$ cat src/rtl/muldiv_sequencer.sv
// Multi-cycle unsigned multiply/divide unit for the Execute stage: one bit per cycle,
// stalls the pipeline while busy and reports ALU-format ZNCV condition codes.
module muldiv_sequencer #(
   parameter int WIDTH = 32,
   parameter int CNT_W = 6
) (
   input  logic             clk,
   input  logic             reset,
   input  logic             i_Start,
   input  logic [3:0]       i_ALU_Ctrl,
   input  logic [WIDTH-1:0] i_Op1,
   input  logic [WIDTH-1:0] i_Op2,
   input  logic             i_Flush,
   output logic             o_Stall,
   output logic             o_Valid,
   output logic [WIDTH-1:0] o_Rslt,
   output logic [WIDTH-1:0] o_Aux,
   output logic [3:0]       o_CCodes
);

   localparam logic [3:0]       OP_MUL   = 4'b0111;
   localparam logic [3:0]       OP_DIV   = 4'b1000;
   localparam logic [CNT_W-1:0] LAST_CNT = CNT_W'(WIDTH - 1);

   typedef enum logic [1:0] {S_IDLE, S_BUSY, S_DONE} state_t;

   state_t           state;
   logic [CNT_W-1:0] cnt;
   logic             op_div;
   logic [WIDTH-1:0] opnd;
   logic [WIDTH-1:0] acc_hi;
   logic [WIDTH-1:0] acc_lo;

   logic             is_mul, is_div, start_ok, div_zero;
   logic [WIDTH:0]   mul_sum, div_shift, div_diff;
   logic [WIDTH-1:0] nxt_hi, nxt_lo;

   // Condition codes in ALU bit order: {V, C, N, Z}
   function automatic logic [3:0] cc_calc(input logic [WIDTH-1:0] rslt,
                                          input logic [WIDTH-1:0] aux,
                                          input logic             ovf);
      return {ovf, |aux, rslt[WIDTH-1], (rslt == '0)};
   endfunction

   always_comb begin
      is_mul   = (i_ALU_Ctrl == OP_MUL);
      is_div   = (i_ALU_Ctrl == OP_DIV);
      start_ok = i_Start & ~i_Flush & (is_mul | is_div);
      div_zero = is_div & (i_Op2 == '0);
      o_Stall  = ((state == S_IDLE) & start_ok) | (state == S_BUSY);
   end

   // acc_hi/acc_lo hold {product_hi, multiplier} for MUL and {remainder, quotient} for DIV
   always_comb begin
      mul_sum   = {1'b0, acc_hi} + (acc_lo[0] ? {1'b0, opnd} : '0);
      div_shift = {acc_hi, acc_lo[WIDTH-1]};
      div_diff  = div_shift - {1'b0, opnd};
      nxt_hi    = mul_sum[WIDTH:1];
      nxt_lo    = {mul_sum[0], acc_lo[WIDTH-1:1]};
      if (op_div) begin
         // Shifted remainder is below twice the divisor, so bit WIDTH of the difference is its sign
         if (!div_diff[WIDTH]) begin
            nxt_hi = div_diff[WIDTH-1:0];
            nxt_lo = {acc_lo[WIDTH-2:0], 1'b1};
         end else begin
            nxt_hi = div_shift[WIDTH-1:0];
            nxt_lo = {acc_lo[WIDTH-2:0], 1'b0};
         end
      end
   end

   always_ff @(posedge clk) begin
      if (reset) begin
         state    <= S_IDLE;
         cnt      <= '0;
         o_Valid  <= 1'b0;
         o_Rslt   <= '0;
         o_Aux    <= '0;
         o_CCodes <= '0;
      end else begin
         o_Valid <= 1'b0;
         case (state)
            S_IDLE: begin
               if (start_ok) begin
                  if (div_zero) begin
                     state    <= S_DONE;
                     o_Valid  <= 1'b1;
                     o_Rslt   <= '1;
                     o_Aux    <= i_Op1;
                     o_CCodes <= cc_calc('1, i_Op1, 1'b1);
                  end else begin
                     state  <= S_BUSY;
                     cnt    <= '0;
                     op_div <= is_div;
                     opnd   <= is_div ? i_Op2 : i_Op1;
                     acc_hi <= '0;
                     acc_lo <= is_div ? i_Op1 : i_Op2;
                  end
               end
            end
            S_BUSY: begin
               if (i_Flush) begin
                  state <= S_IDLE;
               end else begin
                  acc_hi <= nxt_hi;
                  acc_lo <= nxt_lo;
                  if (cnt == LAST_CNT) begin
                     state    <= S_DONE;
                     o_Valid  <= 1'b1;
                     o_Rslt   <= nxt_lo;
                     o_Aux    <= nxt_hi;
                     o_CCodes <= cc_calc(nxt_lo, nxt_hi, 1'b0);
                  end else begin
                     cnt <= cnt + CNT_W'(1);
                  end
               end
            end
            S_DONE: begin
               state <= S_IDLE;
            end
            default: begin
               state <= S_IDLE;
            end
         endcase
      end
   end

endmodule

$ cat config.mk
export PLATFORM = sky130hd
export DESIGN_NAME = muldiv_sequencer
export DESIGN_NICKNAME = d
export VERILOG_FILES = /design/src/rtl/muldiv_sequencer.sv
export SDC_FILE = /design/constraint.sdc
export NUM_CORES = 1
export LEC_CHECK = 0
export BUFFER_PORTS_ARGS = -buffer_cell sky130_fd_sc_hd__buf_2
export CORE_AREA = 8 8 152 154
export CTS_BUF_LIST = sky130_fd_sc_hd__clkbuf_4 sky130_fd_sc_hd__clkbuf_8
export DETAILED_ROUTE_END_ITERATION = 6
export DIE_AREA = 0 0 160 162
export PLACE_DENSITY = 0.9
export REMOVE_ABC_BUFFERS = 1
export SLEW_MARGIN = 20
export SYNTH_ARGS = -nofsm -noshare
export SYNTH_HDL_FRONTEND = slang
export SYNTH_SLANG_ARGS = --single-unit
$ cat constraint.sdc
create_clock -name clk -period 10.2 [get_ports clk]
set_input_delay 2.04 -clock clk [delete_from_list [all_inputs] [get_ports clk]]
set_output_delay 2.04 -clock clk [all_outputs]
set_load 0.01 [all_outputs]
======== Yosys cells after proc, flatten, opt, wreduce, memory -nomap -nowiden ========
Cells that the tools add are included.
storage, ports and cells
  RAM bits ................................ 0
  bits in latches ......................... 0
  register bits after elaboration ......... 174
  memories ................................ 0
  input port bits ......................... 72
  bits in read-only memories .............. 0
  logic and storage cells ................. 89
cells by class
  magnitude comparators ................... 0
  muxes and demuxes ....................... 45
  bitwise logic cells ..................... 9
  multipliers ............................. 0
  shift operators ......................... 0
  div/mod/pow operators ................... 0
  reductions and logical operators ........ 11
  equal/unequal tests ..................... 11
  $add $sub $neg .......................... 3
operator list
  kind                   count
  $mux W32               20
  $pmux W32 S2           4
  $logic_not A32 Y1      2
  $reduce_or A32 Y1      2
  $add A32 B32 Y33       1
  $sub A33 B32 Y33       1
  $mux W6                4
  $mux W4                4
  $reduce_and A5 Y1      3
  $pmux W6 S2            1
  $ne A2 B2 Y1 const B   5
  $mux W2                4
  $pmux W4 S2            1
  $add A6 B1 Y6 const B  1
  $eq A6 B5 Y1 const B   1
  $mux W1                5
  $and A1 B1 Y1          4
  $eq A4 B3 Y1 const B   1
  $eq A4 B4 Y1 const B   1
  $pmux W2 S2            1
  $reduce_and A4 Y1      1
  $ne A3 B2 Y1 const B   1
  $not A1 Y1             3
  $eq A2 B1 Y1 const B   1
  6 further kinds        7

======== Logic depth before layout (Yosys ltp) ========
  depth in word-level cells ............... 7
  depth in mapped cells ................... 16
  gate-level depth less buffers ........... 14

======== Least setup slack after synthesis ========
No wires, ideal clock.
  kind .................................... input-to-reg
  start point ............................. input port i_ALU_Ctrl[1]
  end point ............................... register acc_hi[0] (enable)
  setup slack ............................. 2188 ps
  required time ........................... 9635 ps
  data arrival time ....................... 7447 ps
  setup time .............................. 565 ps
  stages on the path ...................... 5
  cell sequence ........................... or4b_1 -> nand2_1 -> nand3b_1 -> o31a_1 -> nor3_1
between the ends
  longest elaborated chain between the ends .. 5
  elaborated cells on any way between the ends .. 8
  classes of those cells .................. 4 x eq/ne; 3 x bitwise; 1 x reduce/logical
RTL lines
  what                                          RTL line  text
  from (decl)                                   10        input logic [3:0] i_ALU_Ctrl,
  $eq A4 B3 Y1 or $eq A4 B4 Y1 (tied branches)  46, 47
  $or A1 B1 Y1                                  48        start_ok = i_Start & ~i_Flush & (is_mul | is_div);
  $and A1 B1 Y1                                 48
  $ne A2 B2 Y1 (no line)                        -
  $reduce_and A5 Y1 (no line) (*)               -
  to (signal assigned)                          105       acc_hi <= nxt_hi;
  to (decl)                                     31        logic [WIDTH-1:0] acc_hi;
Mark *: on every way between the ends. The rest lies on a longest branch, timed or not.
A chain may end at the register's enable or synchronous reset.

======== Worst setup path after layout ========
  start point ............................. input port i_ALU_Ctrl[1]
  end point ............................... output port o_Stall
between the ends
  longest elaborated chain between the ends .. 5
  elaborated cells on any way between the ends .. 6
  classes of those cells .................. 2 x eq/ne; 4 x bitwise
RTL lines
  what                                          RTL line  text
  $eq A4 B3 Y1 or $eq A4 B4 Y1 (tied branches)  46, 47
  $or A1 B1 Y1 (*)                              48
  $and A1 B1 Y1 (*)                             48
  $and A1 B1 Y1 (*)                             50        o_Stall = ((state == S_IDLE) & start_ok) | (state == S_BUSY);
  $or A1 B1 Y1 (*)                              50
  to (decl)                                     14        output logic o_Stall,
Marks and branches as above.

==> impl_metrics.yaml <==
yosys:
  yosysTopAreaCell: "sky130_fd_sc_hd__edfxtp_1"
  ys_types: 91
  synth_warnings: 0
  synth-async-reset-ratio_pct: 0
  fraction_of_synthesized_area_in_multiplexers_pct: 3.34
  dominant_combinational_cell_family_by_area_after_synthesis: "simple AND/OR/NAND/NOR gates"
  yosys.area_share.adder_pct: 6.91
  yosys.area.top_type_share_pct: 23.6
  synth_area_mm2: 0.0124
  synth.top_cells.by_area: "sky130_fd_sc_hd__edfxtp_1 24%, sky130_fd_sc_hd__dfxtp_1 12%, sky130_fd_sc_hd__nand2_1 8.6%"
  dominantRegCellSynth: "sky130_fd_sc_hd__edfxtp_1"
  synth_commonest_cells: "284 x sky130_fd_sc_hd__nand2_1, 154 x sky130_fd_sc_hd__nor2_1, 97 x sky130_fd_sc_hd__edfxtp_1"
  syn_avg_cell_area_um2: 8.22
  ys_seq_elements: 173
  synth_compound_gate_area_share_pct: 20.5
  yosysSeqAreaShare_pct: 35.9
  synthMostInstantiatedCell: "sky130_fd_sc_hd__nand2_1"
  synth_enable_flop_cells: 97
  synth-xor-area-share_pct: 3.69
  simple_gate_share_of_the_synthesized_area_pct: 25.2
  synthCells: 1503
place:
  setup_slack_after_placement_ns: 4.05
  dp.final_hpwl_um: 30000
  place.gp.congestion: 1.00
  dpl_cell_area_mm2: 0.0132
  placement.io_buffers: 141
  post-place-cells: 1850
finish:
  area.growth.synth_to_final_pct: 9.79
  post-route-util_pct: 65.5
  layout.filler_cells: 1686
  non_filler_instances: 1883
  final_cell_area_mm2: 0.0136
  finish.net_count: 1734
  num_antenna_cells: 0
  final_layout_size_suffix_gt1_share_pct: 14.4
grt:
  global_route_wire_length_before_repair_um: 63200
  globalRoute.totalOverflow: 0
  first_global_vias: 11700
  grt.met2_usage_pct: 48.1
  grt_max_degree: 74
  global_route.usage.met3_pct: 6.23
  global_route.usage.total_pct: 30.2
  groute.layer.met1.usage_pct: 38.1
  top_usage_layer: "met2"
  antenna_found_initial: 0
pwr:
  worst_ir_drop_vdd_v: 0.0000995
  total_power_mw: 1.33
  leakagePower_nw: 5.56
  power-per-cell-area_mw_per_mm2: 98.3
timing:
  grt_setup_unrepaired: "false"
  timing.setup.tns_ns: 0
  slew_headroom_pct: 30.1
  setup_violations_final: 0
  finalHoldWorstSlack_ns: 0.500
  finalCriticalPeriod_ns: 5.85
  worst_skew_ns: 0.0128
  post-route-period-util_pct: 57.4
  timing.final.hold_violations: 0
  worst_slew_pin_slew_ns: 1.04
  fmax_mhz: 171
  report.final.slew_viol_count: 0
  postLayoutSetupSlackWorst_ns: 4.35
run:
  max_cap_violations: 0
cts:
  clock_latency_ns: 0.48
  cts_max_path_buffers: 2
  post_cts_resize_count: 0
  tritoncts.num_buffers: 17
  cts_tree: "done"
  cts_num_sinks: 173
  clkTransAtPathRegs_ns: 0.10
  cts-hold-fix-buffers: 0
  cts_post_setup_buffers_inserted: 0
  cts_root_buffer: "sky130_fd_sc_hd__clkbuf_8"
  htree_levels: 4
floorplan:
  top_level_ports: 142
  overall_die_height_um: 162
  std_cell_rows: 53
  die_extent_in_x_um: 160
  core_area_mm2: 0.0207
  initial_cell_density_of_the_core_pct: 59.7
  floorplan.die_area_mm2: 0.0259
status:
  result_of_the_run: "finished with violations"
  violations: "DRC"
drt:
  drt_pre_antenna_iters: 7
  ant_nets: 0
  dr.first_iter.drc_count: 2038
  num_vias: 12600
  wire_per_inst_um: 21.6
  remaining_drc_errors: 24
  detail_route.vias_per_cell: 6.70
  routed_wirelength_um: 40800
worst_hold_path:
  min_path_type: "reg2reg"
critical_path:
  kind_of_end_point_of_the_critical_path: "primary output"
  cp_data_required_time_ns: 8.16
  worst-setup-path-type: "in2out"
  timing.critical_path.from_type: "primary input"
  critical_path.max_fanout: 66
  arrival_ns: 3.81
## per-layer routing
metal / vias up / routed length (µm)
li1: 5674 / -
met1: 5806 / 15200
met2: 974 / 18400
met3: 169 / 5090
met4: 0 / 2110
met5: - / 0
## layout by cell type (no fill, tap or decap), types with 30 or more instances in the layout
master / Yosys / final
sky130_fd_sc_hd__nor2b_1: 37 / 36
sky130_fd_sc_hd__inv_1: 46 / 45
sky130_fd_sc_hd__dfxtp_1: 76 / 76
sky130_fd_sc_hd__a21oi_1: 90 / 90
sky130_fd_sc_hd__nor2_1: 154 / 153
sky130_fd_sc_hd__nor4_1: 30 / 30
sky130_fd_sc_hd__buf_2: 7 / 141
sky130_fd_sc_hd__o21ai_0: 73 / 73
sky130_fd_sc_hd__and2_1: 39 / 39
sky130_fd_sc_hd__ha_1: 65 / 65
sky130_fd_sc_hd__mux2i_1: 33 / 33
sky130_fd_sc_hd__nand2_1: 284 / 284
sky130_fd_sc_hd__a211oi_1: 46 / 46
sky130_fd_sc_hd__edfxtp_1: 97 / 97
## kinds of logic (layout without fill, tap and decap cells)
logic type / Yosys count / after routing
flip-flops: 173 / 173
adder cells (fa/ha/maj): 67 / 67
buffers and inverters: 130 / 235
multiplexers: 39 / 39
AO/OA/AOI/OAI: 370 / 370
AND/OR/NAND/NOR: 672 / 672
XOR/XNOR: 52 / 52
## power by group
group          leakage, nW  switching [mW]  internal, mW
Combinational         3.86          0.0793        0.0399
Sequential            1.51         0.00348         0.739
Clock                0.186           0.290         0.181
## registers in the layout (all words and copies together) (netlist names), 2 cells and up
signal / flops
o_Rslt: 31
cnt: 6
state: 2
o_Aux: 32
acc_lo: 32
acc_hi: 32
o_CCodes: 4
opnd: 32
## worst paths after layout
path / from / end / slack, ns / cells past startpoint
setup reg to reg: acc_lo[0] / o_CCodes[2] / 5.41 / 14
hold / removal: cnt[5] / cnt[5] / 0.50 / 2
setup / recovery: i_ALU_Ctrl[1] / o_Stall / 4.35 / 7
hold reg to reg: cnt[5] / cnt[5] / 0.50 / 2
## critical path: stages
cell and delay (ns):
sky130_fd_sc_hd__buf_2 0.10, sky130_fd_sc_hd__or4b_2 0.67, sky130_fd_sc_hd__buf_4 0.34, sky130_fd_sc_hd__nand2_1 0.14, sky130_fd_sc_hd__nand3b_1 0.18, sky130_fd_sc_hd__a21oi_1 0.19
sky130_fd_sc_hd__buf_2 0.15
## cell type report
| cell class | count | area, µm² | share of cell area, % |
|---|---|---|---|
| clock buffers | 18 | 241 | 1.78 |
| clock inverters | 14 | 133 | 0.978 |
| inverters | 47 | 176 | 1.30 |
| multi-input cells | 1200 | 7410 | 54.6 |
| flip-flops and latches | 173 | 4430 | 32.7 |
| well taps | 275 | 344 | 2.54 |
| repair buffers | 156 | 826 | 6.09 |
(Power assumes the default switching activity.)
